===== src/rtl/uart_pkg.sv =====
// uart_pkg: shared parity codes, FSM state types and divisor floor for the UART core
// Contents:
//   PAR_NONE/PAR_EVEN/PAR_ODD  parity_mode encodings (3 behaves as none)
//   MIN_DIV                    smallest usable clocks-per-bit
//   tx_state_e, rx_state_e     transmitter / receiver FSM states
//   par_en()                   true when a parity bit is sent / checked
package uart_pkg;
  localparam logic [1:0] PAR_NONE = 2'd0;
  localparam logic [1:0] PAR_EVEN = 2'd1;
  localparam logic [1:0] PAR_ODD  = 2'd2;
  localparam int MIN_DIV = 2;
  typedef enum logic [2:0] {TX_IDLE, TX_START, TX_DATA, TX_PARITY, TX_STOP1, TX_STOP2} tx_state_e;
  typedef enum logic [2:0] {RX_IDLE, RX_START, RX_DATA, RX_PARITY, RX_STOP, RX_BREAK} rx_state_e;
  function automatic logic par_en(input logic [1:0] m);
    return m == PAR_EVEN || m == PAR_ODD;
  endfunction
endpackage


===== src/rtl/uart_bit_timer.sv =====
// uart_bit_timer: bit-period down-counter, ticks while the count sits at zero
// Ports:
//   clk_i, rst_ni   clock and synchronous active-low reset
//   load_i          reload the counter with load_value_i this cycle
//   load_value_i    reload value (period minus one)
//   tick_o          count is zero; the owner reloads on this to start the next period
module uart_bit_timer #(
  parameter int DIV_W = 16
) (
  input  logic             clk_i,
  input  logic             rst_ni,
  input  logic             load_i,
  input  logic [DIV_W-1:0] load_value_i,
  output logic             tick_o
);
  logic [DIV_W-1:0] cnt_q, cnt_d;
  always_comb cnt_d = load_i ? load_value_i : (cnt_q != '0) ? cnt_q - DIV_W'(1) : cnt_q;
  always_ff @(posedge clk_i) begin
    if (!rst_ni) cnt_q <= '0;
    else cnt_q <= cnt_d;
  end
  assign tick_o = cnt_q == '0;
endmodule


===== src/rtl/uart_core_param.sv =====
// uart_core_param: full-duplex UART with runtime divisor, optional parity and 1/2 stop bits
// Ports:
//   sys_clk, sys_rst_n         clock and synchronous active-low reset
//   divisor                    clocks per bit (values below 2 act as 2), latched per frame
//   parity_mode, two_stop      frame format, latched per frame
//   tx_data/tx_valid/tx_ready  transmit word handshake
//   tx                         serial output, idles high
//   rx                         asynchronous serial input
//   rx_data/rx_valid/rx_ready  receive word handshake
//   rx_frame_err/rx_parity_err status held with rx_data while rx_valid
//   rx_overrun                 one-cycle pulse when a finished word is dropped
module uart_core_param
  import uart_pkg::*;
#(
  parameter int DATA_W = 8,
  parameter int DIV_W  = 16
) (
  input  logic              sys_clk,
  input  logic              sys_rst_n,
  input  logic [DIV_W-1:0]  divisor,
  input  logic [1:0]        parity_mode,
  input  logic              two_stop,
  input  logic [DATA_W-1:0] tx_data,
  input  logic              tx_valid,
  output logic              tx_ready,
  output logic              tx,
  input  logic              rx,
  output logic [DATA_W-1:0] rx_data,
  output logic              rx_valid,
  input  logic              rx_ready,
  output logic              rx_frame_err,
  output logic              rx_parity_err,
  output logic              rx_overrun
);
  localparam int CW = $clog2(DATA_W + 1);
  logic [DIV_W-1:0] div_c;
  assign div_c = (divisor < DIV_W'(MIN_DIV)) ? DIV_W'(MIN_DIV) : divisor;
  tx_state_e tx_st_q, tx_st_d;
  logic [DATA_W-1:0] tx_sh_q, tx_sh_d;
  logic [CW-1:0] tx_cnt_q, tx_cnt_d;
  logic [DIV_W-1:0] tx_div_q, tx_div_d, tx_ldv;
  logic tx_par_q, tx_par_d, tx_pen_q, tx_pen_d, tx_two_q, tx_two_d;
  logic tx_q, tx_d, tx_ld, tx_tick;
  uart_bit_timer #(.DIV_W(DIV_W)) u_tx_timer (
    .clk_i(sys_clk), .rst_ni(sys_rst_n), .load_i(tx_ld), .load_value_i(tx_ldv), .tick_o(tx_tick)
  );
  // tx is registered from the next state so the pin changes on the same edge as the FSM
  always_comb begin
    tx_st_d  = tx_st_q;
    tx_sh_d  = tx_sh_q;
    tx_cnt_d = tx_cnt_q;
    tx_div_d = tx_div_q;
    tx_par_d = tx_par_q;
    tx_pen_d = tx_pen_q;
    tx_two_d = tx_two_q;
    tx_ld    = 1'b0;
    tx_ldv   = tx_div_q - DIV_W'(1);
    case (tx_st_q)
      TX_IDLE: if (tx_valid) begin
        tx_st_d  = TX_START;
        tx_sh_d  = tx_data;
        tx_div_d = div_c;
        tx_par_d = ^tx_data ^ (parity_mode == PAR_ODD);
        tx_pen_d = par_en(parity_mode);
        tx_two_d = two_stop;
        tx_ld    = 1'b1;
        tx_ldv   = div_c - DIV_W'(1);
      end
      TX_START: if (tx_tick) begin
        tx_st_d  = TX_DATA;
        tx_cnt_d = '0;
        tx_ld    = 1'b1;
      end
      TX_DATA: if (tx_tick) begin
        tx_ld    = 1'b1;
        tx_sh_d  = tx_sh_q >> 1;
        tx_cnt_d = tx_cnt_q + CW'(1);
        if (tx_cnt_q == CW'(DATA_W - 1)) tx_st_d = tx_pen_q ? TX_PARITY : TX_STOP1;
      end
      TX_PARITY: if (tx_tick) begin
        tx_ld   = 1'b1;
        tx_st_d = TX_STOP1;
      end
      TX_STOP1: if (tx_tick) begin
        tx_ld   = 1'b1;
        tx_st_d = tx_two_q ? TX_STOP2 : TX_IDLE;
      end
      TX_STOP2: if (tx_tick) tx_st_d = TX_IDLE;
      default: tx_st_d = TX_IDLE;
    endcase
    tx_d = (tx_st_d == TX_START) ? 1'b0 :
           (tx_st_d == TX_DATA) ? tx_sh_d[0] :
           (tx_st_d == TX_PARITY) ? tx_par_q : 1'b1;
  end
  assign tx_ready = tx_st_q == TX_IDLE;
  assign tx = tx_q;
  rx_state_e rx_st_q, rx_st_d;
  logic [DATA_W-1:0] rx_sh_q, rx_sh_d, rx_data_q, rx_data_d;
  logic [CW-1:0] rx_cnt_q, rx_cnt_d;
  logic [DIV_W-1:0] rx_div_q, rx_div_d, rx_ldv;
  logic rx_pen_q, rx_pen_d, rx_odd_q, rx_odd_d, rx_perr_q, rx_perr_d;
  logic rx_valid_q, rx_valid_d, rx_fe_q, rx_fe_d, rx_pe_q, rx_pe_d, rx_ovr_q, rx_ovr_d;
  logic s1_q, s2_q, rxs, rx_ld, rx_tick;
  assign rxs = s2_q;
  uart_bit_timer #(.DIV_W(DIV_W)) u_rx_timer (
    .clk_i(sys_clk), .rst_ni(sys_rst_n), .load_i(rx_ld), .load_value_i(rx_ldv), .tick_o(rx_tick)
  );
  // the start bit is re-checked half a bit after the falling edge, which also centres later samples
  always_comb begin
    rx_st_d    = rx_st_q;
    rx_sh_d    = rx_sh_q;
    rx_cnt_d   = rx_cnt_q;
    rx_div_d   = rx_div_q;
    rx_pen_d   = rx_pen_q;
    rx_odd_d   = rx_odd_q;
    rx_perr_d  = rx_perr_q;
    rx_data_d  = rx_data_q;
    rx_fe_d    = rx_fe_q;
    rx_pe_d    = rx_pe_q;
    rx_valid_d = rx_valid_q && !rx_ready;
    rx_ovr_d   = 1'b0;
    rx_ld      = 1'b0;
    rx_ldv     = rx_div_q - DIV_W'(1);
    case (rx_st_q)
      RX_IDLE: if (!rxs) begin
        rx_st_d   = RX_START;
        rx_div_d  = div_c;
        rx_pen_d  = par_en(parity_mode);
        rx_odd_d  = parity_mode == PAR_ODD;
        rx_perr_d = 1'b0;
        rx_ld     = 1'b1;
        rx_ldv    = (div_c >> 1) - DIV_W'(1);
      end
      RX_START: if (rx_tick) begin
        if (rxs) rx_st_d = RX_IDLE;
        else begin
          rx_st_d  = RX_DATA;
          rx_cnt_d = '0;
          rx_ld    = 1'b1;
        end
      end
      RX_DATA: if (rx_tick) begin
        rx_ld    = 1'b1;
        rx_sh_d  = {rxs, rx_sh_q[DATA_W-1:1]};
        rx_cnt_d = rx_cnt_q + CW'(1);
        if (rx_cnt_q == CW'(DATA_W - 1)) rx_st_d = rx_pen_q ? RX_PARITY : RX_STOP;
      end
      RX_PARITY: if (rx_tick) begin
        rx_ld     = 1'b1;
        rx_perr_d = ^rx_sh_q ^ rxs ^ rx_odd_q;
        rx_st_d   = RX_STOP;
      end
      RX_STOP: if (rx_tick) begin
        rx_st_d = rxs ? RX_IDLE : RX_BREAK;
        if (!rx_valid_q || rx_ready) begin
          rx_data_d  = rx_sh_q;
          rx_fe_d    = !rxs;
          rx_pe_d    = rx_perr_q;
          rx_valid_d = 1'b1;
        end else rx_ovr_d = 1'b1;
      end
      RX_BREAK: if (rxs) rx_st_d = RX_IDLE;
      default: rx_st_d = RX_IDLE;
    endcase
  end
  assign rx_data       = rx_data_q;
  assign rx_valid      = rx_valid_q;
  assign rx_frame_err  = rx_fe_q;
  assign rx_parity_err = rx_pe_q;
  assign rx_overrun    = rx_ovr_q;
  always_ff @(posedge sys_clk) begin
    if (!sys_rst_n) begin
      tx_st_q    <= TX_IDLE;
      tx_sh_q    <= '0;
      tx_cnt_q   <= '0;
      tx_div_q   <= DIV_W'(MIN_DIV);
      tx_par_q   <= 1'b0;
      tx_pen_q   <= 1'b0;
      tx_two_q   <= 1'b0;
      tx_q       <= 1'b1;
      rx_st_q    <= RX_IDLE;
      rx_sh_q    <= '0;
      rx_cnt_q   <= '0;
      rx_div_q   <= DIV_W'(MIN_DIV);
      rx_pen_q   <= 1'b0;
      rx_odd_q   <= 1'b0;
      rx_perr_q  <= 1'b0;
      rx_data_q  <= '0;
      rx_valid_q <= 1'b0;
      rx_fe_q    <= 1'b0;
      rx_pe_q    <= 1'b0;
      rx_ovr_q   <= 1'b0;
      s1_q       <= 1'b1;
      s2_q       <= 1'b1;
    end else begin
      tx_st_q    <= tx_st_d;
      tx_sh_q    <= tx_sh_d;
      tx_cnt_q   <= tx_cnt_d;
      tx_div_q   <= tx_div_d;
      tx_par_q   <= tx_par_d;
      tx_pen_q   <= tx_pen_d;
      tx_two_q   <= tx_two_d;
      tx_q       <= tx_d;
      rx_st_q    <= rx_st_d;
      rx_sh_q    <= rx_sh_d;
      rx_cnt_q   <= rx_cnt_d;
      rx_div_q   <= rx_div_d;
      rx_pen_q   <= rx_pen_d;
      rx_odd_q   <= rx_odd_d;
      rx_perr_q  <= rx_perr_d;
      rx_data_q  <= rx_data_d;
      rx_valid_q <= rx_valid_d;
      rx_fe_q    <= rx_fe_d;
      rx_pe_q    <= rx_pe_d;
      rx_ovr_q   <= rx_ovr_d;
      s1_q       <= rx;
      s2_q       <= s1_q;
    end
  end
endmodule

===== config.mk =====
export PLATFORM = sky130hd
export DESIGN_NAME = uart_core_param
export DESIGN_NICKNAME = d
export VERILOG_FILES = /design/src/rtl/uart_pkg.sv /design/src/rtl/uart_bit_timer.sv /design/src/rtl/uart_core_param.sv
export SDC_FILE = /design/constraint.sdc
export NUM_CORES = 1
export LEC_CHECK = 0
export ABC_AREA = 1
export CORE_ASPECT_RATIO = 1.4
export CORE_MARGIN = 2
export CORE_UTILIZATION = 60
export DETAILED_ROUTE_END_ITERATION = 7
export PLACE_DENSITY = 0.81
export SETUP_SLACK_MARGIN = 0.5
export SLEW_MARGIN = 25
export SYNTH_ARGS = -nofsm -noshare
export SYNTH_HDL_FRONTEND = slang
export SYNTH_SLANG_ARGS = --single-unit
export TNS_END_PERCENT = 5

===== constraint.sdc =====
create_clock -name sys_clk -period 5.9 [get_ports sys_clk]
set_input_delay 1.475 -clock sys_clk [delete_from_list [all_inputs] [get_ports sys_clk]]
set_output_delay 1.475 -clock sys_clk [all_outputs]
set_load 0.1 [all_outputs]

# Yosys cells after proc, flatten, opt, wreduce, memory -nomap -nowiden
# Index checks and enable logic that the tools add are counted.
[word_totals]
regBits = 115
latchBits = 0
mem_bits_rw = 0
romBits = 0
input_bits = 32
output_inout_bits = 14
word_cells = 155
memories = 0
[classes]
addsub = 8
mul = 0
div_mod_pow = 0
order_cmp = 1
n_eq_ne = 28
shifts = 0
mux = 57
bitwise_logic = 4
reduce_logical = 32
[ops]
columns = ["operator", "n"]
rows = [
  ["16-bit two-way mux", 9],
  ["16-bit by 1-bit subtractor with 16-bit output (second input constant)", 5],
  ["3-bit two-way mux", 18],
  ["3-bit one-hot mux with 6 select lines", 2],
  ["16-bit logical NOT", 2],
  ["16-bit nonzero test", 2],
  ["2-bit != test (second input constant)", 11],
  ["4-bit two-way mux", 5],
  ["3-bit by 2-bit == test with 1-bit output (second input constant)", 6],
  ["16-bit by 2-bit less-than comparator with 1-bit output (second input constant)", 1],
  ["8-bit two-way mux", 2],
  ["4-bit one-hot mux with 2 select lines", 2],
  ["8-bit one-hot mux with 2 select lines", 1],
  ["8-bit XOR reduction", 2],
  ["15-bit by 1-bit subtractor with 16-bit output (second input constant)", 1],
  ["3-bit AND reduction", 5],
  ["1-bit two-way mux", 14],
  ["3-bit == test (second input constant)", 4],
  ["2-bit nonzero test", 6],
  ["3-bit by 1-bit == test with 1-bit output (second input constant)", 3],
  ["4-bit by 1-bit adder with 4-bit output (second input constant)", 2],
  ["4-bit by 3-bit == test with 1-bit output (second input constant)", 2],
  ["7-bit AND reduction", 1],
  ["3-bit logical NOT", 2],
  ["14 further kinds", 22],
]

# Depth between registers and ports, before layout
[logic_depth]
word_depth = 8
mapped_depth = 17
ltp_nobuf = 17

# By module
# A second synthesis with hierarchy kept.
[unflattened]
cells_unflattened = 1143
hier_area_um2 = 7508.5
[by_module_without_submodules]
columns = ["module", "instances", "cells_per_inst", "area_each_um2", "seq_area_each_um2"]
rows = [
  ["uart_core_param", 1, 783, 5141.2, 1661.6],
  ["uart_bit_timer", 2, 180, 1183.6, 320.3],
]

# Worst setup path after synthesis
# No wires, ideal clock.
[synth_path]
path_kind = "input to register"
from = "input port divisor[7]"
to = "register u_tx_timer.cnt_q[15]"
setup_ns = 0.128
t_arrival_ns = 3.043
required_ns = 5.772
slack_ns = 2.730
stages = 17
n_path_buf = 0
path_cell_list = "nor2_1 -> nand2_1 -> nor2_1 -> nand2_2 -> nand2_2 -> inv_1 -> ha_1 -> inv_1 -> nor2_4 -> nand2_1 -> inv_1 -> nand3_1 -> nand2_1 -> nand3_1 -> nand2_1 -> nand2_1 -> nor2_1"
[synth_between]
elab_chain_cells = 6
[synth_rtl]
columns = ["item", "line", "source"]
rows = [
  ["from (decl)", "uart_core_param.sv:20", "input logic [DIV_W-1:0] divisor,"],
  ["16-bit by 2-bit less-than comparator with 1-bit output", "uart_core_param.sv:37", "assign div_c = (divisor < DIV_W'(MIN_DIV)) ? DIV_W'(MIN_DIV) : divisor;"],
  ["16-bit two-way mux *", "uart_core_param.sv:37", ""],
  ["16-bit by 1-bit subtractor with 16-bit output *", "uart_core_param.sv:67", "tx_ldv = div_c - DIV_W'(1);"],
  ["16-bit two-way mux *", "uart_core_param.sv:59", "TX_IDLE: if (tx_valid) begin"],
  ["16-bit two-way mux *", "uart_core_param.sv:58", "case (tx_st_q)"],
  ["16-bit two-way mux *", "uart_bit_timer.sv:17", "always_comb cnt_d = load_i ? load_value_i : (cnt_q != '0) ? cnt_q - DIV_W'(1) : cnt_q;"],
  ["to (signal assigned)", "uart_bit_timer.sv:20", "else cnt_q <= cnt_d;"],
  ["to (decl)", "uart_bit_timer.sv:16", "logic [DIV_W-1:0] cnt_q, cnt_d;"],
]
# Mark *: on every way between the ends. The rest lies on a longest branch, timed or not.
# A chain may end at the register's enable or synchronous reset.

# Final worst setup path
[layout_path]
from = "input port divisor[7]"
to = "register u_rx_timer.cnt_q[10]"
[layout_between]
elab_chain_cells = 6
[layout_rtl]
columns = ["item", "line", "source"]
rows = [
  ["16-bit by 2-bit less-than comparator with 1-bit output", "uart_core_param.sv:37", ""],
  ["16-bit two-way mux *", "uart_core_param.sv:37", ""],
  ["15-bit by 1-bit subtractor with 16-bit output *", "uart_core_param.sv:132", "rx_ldv = (div_c >> 1) - DIV_W'(1);"],
  ["16-bit two-way mux *", "uart_core_param.sv:125", "RX_IDLE: if (!rxs) begin"],
  ["16-bit two-way mux *", "uart_core_param.sv:124", "case (rx_st_q)"],
  ["16-bit two-way mux *", "uart_bit_timer.sv:17", ""],
  ["to (signal assigned)", "uart_bit_timer.sv:20", ""],
  ["to (decl)", "uart_bit_timer.sv:16", ""],
]
# Marks and branches as above.

==> summary.md <==
| Metric | Value |
|---|---|
| Result of the run | finished clean |
| Vias per cell | 5.65 |
| Max Freq | roughly 0.26 GHz |
| CP required | ~6.3 ns |
| Vias | between 7000 and 8000 |
| Switch share | 0.436 |
| Mapped cell area | between 7000 and 8000 um2 |
| # setup viols final | 0 |
| Worst Tran Pin Value | between 1 and 1.5 ns |
| ANT cells | 0 |
| Rows | between 40 and 50 |
| Maximum vdd drop | 0.394 mV |
| Filler cell count | slightly above 1000 |
| Total gr overflow | 0 |
| Slowest stage delay, CP | about 0.63 ns |
| Crit path max-delay family | simple AND/OR/NAND/NOR gates |
| Worst setup path startpoint | divisor[7] |
| Clk pwr share | 0.274 |
| Psw | around 1700 uW |
| Asr flop ratio synth | 0 |
| Type of the worst setup path | in2reg |
| Port Buf Inserts | 45 |
| Core area | between 10000 and 15000 um2 |
| Clock period minus worst slack | approximately 3.8 ns |
| Critical Path Most Common Cell | nor2_1 |
| Max_slew headroom | 0.312 |
| Clock-pin slew on the worst setup and hold paths | approximately 0.060 ns |
| Post-CTS resize count | 0 |
| DP Cell Count | between 1000 and 1500 |
| CP endpoint kind | flip-flop |
| Internal | roughly 2200 uW |
| Largest net degree at the start of global routing | just over 60 |
| Main flop type after synthesis | dfxtp_1 |
| Sequential Power Share | 0.287 |
| Worst Path Arrival | 4.20 ns |
| GPL Wtd Cong | 0.953 |
| Sequential-to-total area share from yosys stat | 0.316 |
| DIE AREA | between 10000 and 15000 um2 |
| Number of flops mapped to enable cells by yosys | 0 |
| Max Cap Viol | 0 |
| Count of different cell masters after synthesis | 48 |
| Startpoint Class | input pin |
| IO Count | 46 |
| Final Hold Viols | 0 |
| CP max FO | 7 |
| Layout cells sized above 1 | 0.0938 |
| Place WS | 1.75 ns |
| Unrepaired setup endpoints after global routing | no |
| DR WL/cell | approximately 15 um |
| Die W | between 90 and 100 um |
| Initial Utilization | 0.616 |
| CTS tree | built |
| Slowest-stage cell, CP | clkdlybuf4s50_1 |
| Clock buffer depth | 2 |
| Post-CTS setup buffer count | 0 |
| Initial drt markers | 572 |
| Vias in the first global route | between 6000 and 7000 |
| Total CTS buffers | 17 |
| Initial antenna violation count | 0 |
| DRC violation count after routing | 0 |
| Logic gate share of total power | 0.439 |
| Worst hold margin | between 0.4 and 0.5 ns |
| WP buf/inv | 3 |
| Area Growth Syn to Fin | 14.6% |
| Setup TNS | 0 ns |
| Slew Limit Fails | 0 |
| #FFs+latches synth | 115 |
| Detailed Route WL | 19.9 mm |
| Fin Clk Skew | roughly 0.0083 ns |
| CTS H-tree lvls | 4 |
| Area of the multi-input gates | ~4300 um2 |
| Synth Instances | between 1000 and 1500 |
| Leakage | roughly 0.0037 uW |
| Nets@finish | between 1000 and 1500 |
| Part of the cycle the worst path needs | 0.652 |
| FF-to-FF Start | rx_st_q[0] |
| Drt first pass iters | 6 |
| Finished Core Util | 0.706 |
| Storage element area | around 2300 um2 |
| Clk sinks | about 120 |
| Post-route ant nets | 0 |
| Synthesis Warnings | 0 |
| Net Count, Synth | 1159 |
| Cell Chain, Critical Path | clkdlybuf4s50_1 > nor2_1 > nand2_1 > nor2_1 > nand2_2 > nand2_2 > inv_1 > ha_1 > inv_1 > nor2_4 > nand3_1 > nor2_1 > nand2_1 > nand3_1 > nand3_1 > o21ai_1 > nand2_1 > nor2_1 |
| Worst hold path type | reg2reg |
| Syn avg cell area | 6.53 um2 |
| Clk_lat worst skew | about 0.42 ns |
| Chip Height | 134 um |
| Power Dens Cells | between 400 and 500 nW/um2 |
| Root buf cell | clkbuf_16 |
| Dpl hpwl | ~14 mm |
| Non-Filler Instances | ~1300 |
| Fin worst setup slack | 2.06 ns |
| Hold-fix buffers at CTS | 0 |
| Min-Delay Startpoint | s1_q |
| First-pass GRT wire length | between 30 and 40 mm |
| Global Route Usage Sum | 0.306 |
synthesized netlist by cell type, drive strengths merged, types with 5 or more instances:
cell type / number / share of area
nor2: 191 / 0.11
nand3: 96 / 0.069
dfxtp: 115 / 0.32
xnor2: 20 / 0.024
ha: 12 / 0.021
a21oi: 83 / 0.059
nand2: 236 / 0.13
a31oi: 7 / 0.0060
buf: 26 / 0.024
inv: 117 / 0.061
nor3: 25 / 0.021
o211ai: 7 / 0.0079
nand4: 19 / 0.017
o21ai: 106 / 0.076
xor2: 24 / 0.029
clkbuf: 9 / 0.0046
or2: 5 / 0.0043
power by group through the flow:
| stage | sequential, uW | combinational [uW] | clock (uW) |
|---|---|---|---|
| 5_1_grt | 1130 | 1890 | 1100 |
| 3_5_place_dp | 1120 | 1660 | 0 |
| 2_1_floorplan | 1140 | 1320 | 0 |
| 4_1_cts | 1110 | 1690 | 1070 |
| 3_3_place_gp | 1120 | 1640 | 0 |
| 6_report | 1110 | 1700 | 1060 |
cell usage in the layout, fill, tap and decap left out, drive strengths merged:
| master | count |
|---|---|
| mux2i | 1 |
| clkbuf | 17 |
| o211ai | 7 |
| o221ai | 1 |
| inv | 121 |
| o21bai | 2 |
| o31ai | 1 |
| clkinvlp | 1 |
| a31oi | 7 |
| nor3 | 25 |
| a21oi | 83 |
| buf | 6 |
| o311ai | 1 |
| or2 | 5 |
| a211oi | 4 |
| nand4 | 19 |
| xor2 | 24 |
| o21ai | 106 |
| dfxtp | 115 |
| clkdlybuf4s50 | 44 |
| o22ai | 1 |
| ha | 12 |
| nand2 | 236 |
| nor2 | 191 |
| a22oi | 1 |
| bufinv | 3 |
| nand3 | 96 |
| clkinv | 8 |
| nand3b | 3 |
| a21boi | 1 |
| xnor2 | 20 |
cell type report:
cell class / count / share of cell area
Inverter: 118 / 0.0534
Timing Repair Buffer: 50 / 0.0579
Clock buffer: 17 / 0.0510
Clock inverter: 15 / 0.0214
Sequential cell: 115 / 0.276
Multi-Input combinational cell: 847 / 0.518
Tap cell: 147 / 0.0220
logic make-up after synthesis:
kind of cell | Yosys count | share of synthesized area
fa+ha+maj | 12 | 0.0206
compound gates | 215 | 0.163
xor+xnor | 44 | 0.0529
mux | 1 | 0.00138
simple gates | 575 | 0.356
flops | 115 | 0.316
buf+inv | 153 | 0.0895
layer usage:
layer	vias to the layer above	GRT usage	wire (um)
met1	3304	0.342	7770
met3	73	0.0490	1230
li1	3726	-	-
met4	0	0.200	1130
met5	-	0	0
met2	295	0.536	9750
sequential cells by signal (all words and copies together), names as in the netlist, 3 cells and up:
name / count
u_rx_timer.cnt_q: 16
tx_div_q: 16
u_tx_timer.cnt_q: 16
rx_data: 8
rx_div_q: 16
tx_sh_q: 8
rx_sh_q: 8
rx_cnt_q: 4
rx_st_q: 3
tx_cnt_q: 4
tx_st_q: 3
worst reg2reg max path, cell delays in order (launching register included):
cell and delay [ns]:
dfxtp_1 0.34, nor2_1 0.17, nand2_2 0.12, nor2_4 0.69
inv_4 0.29, nand3_2 0.44, inv_2 0.20, nand2_4 0.16
nand2_4 0.11, nor2_1 0.12, nand2_1 0.05, inv_1 0.04
path summary, 6_finish.rpt:
check	end	slack [ns]	depth (start not counted)
setup / recovery	u_rx_timer.cnt_q[10]	2.06	18
hold / removal	rxs	0.41	1
setup reg to reg	u_rx_timer.cnt_q[9]	3.11	11
hold reg to reg	rxs	0.41	1
through the flow:
step	area [um2]	total power, uW
after floorplan	7280	2470
after global placement	7740	2760
after detailed placement	7740	2780
after CTS	8340	3860
after global routing	8340	4130
final	8340	3880
Power figures use the tool's default switching activity.
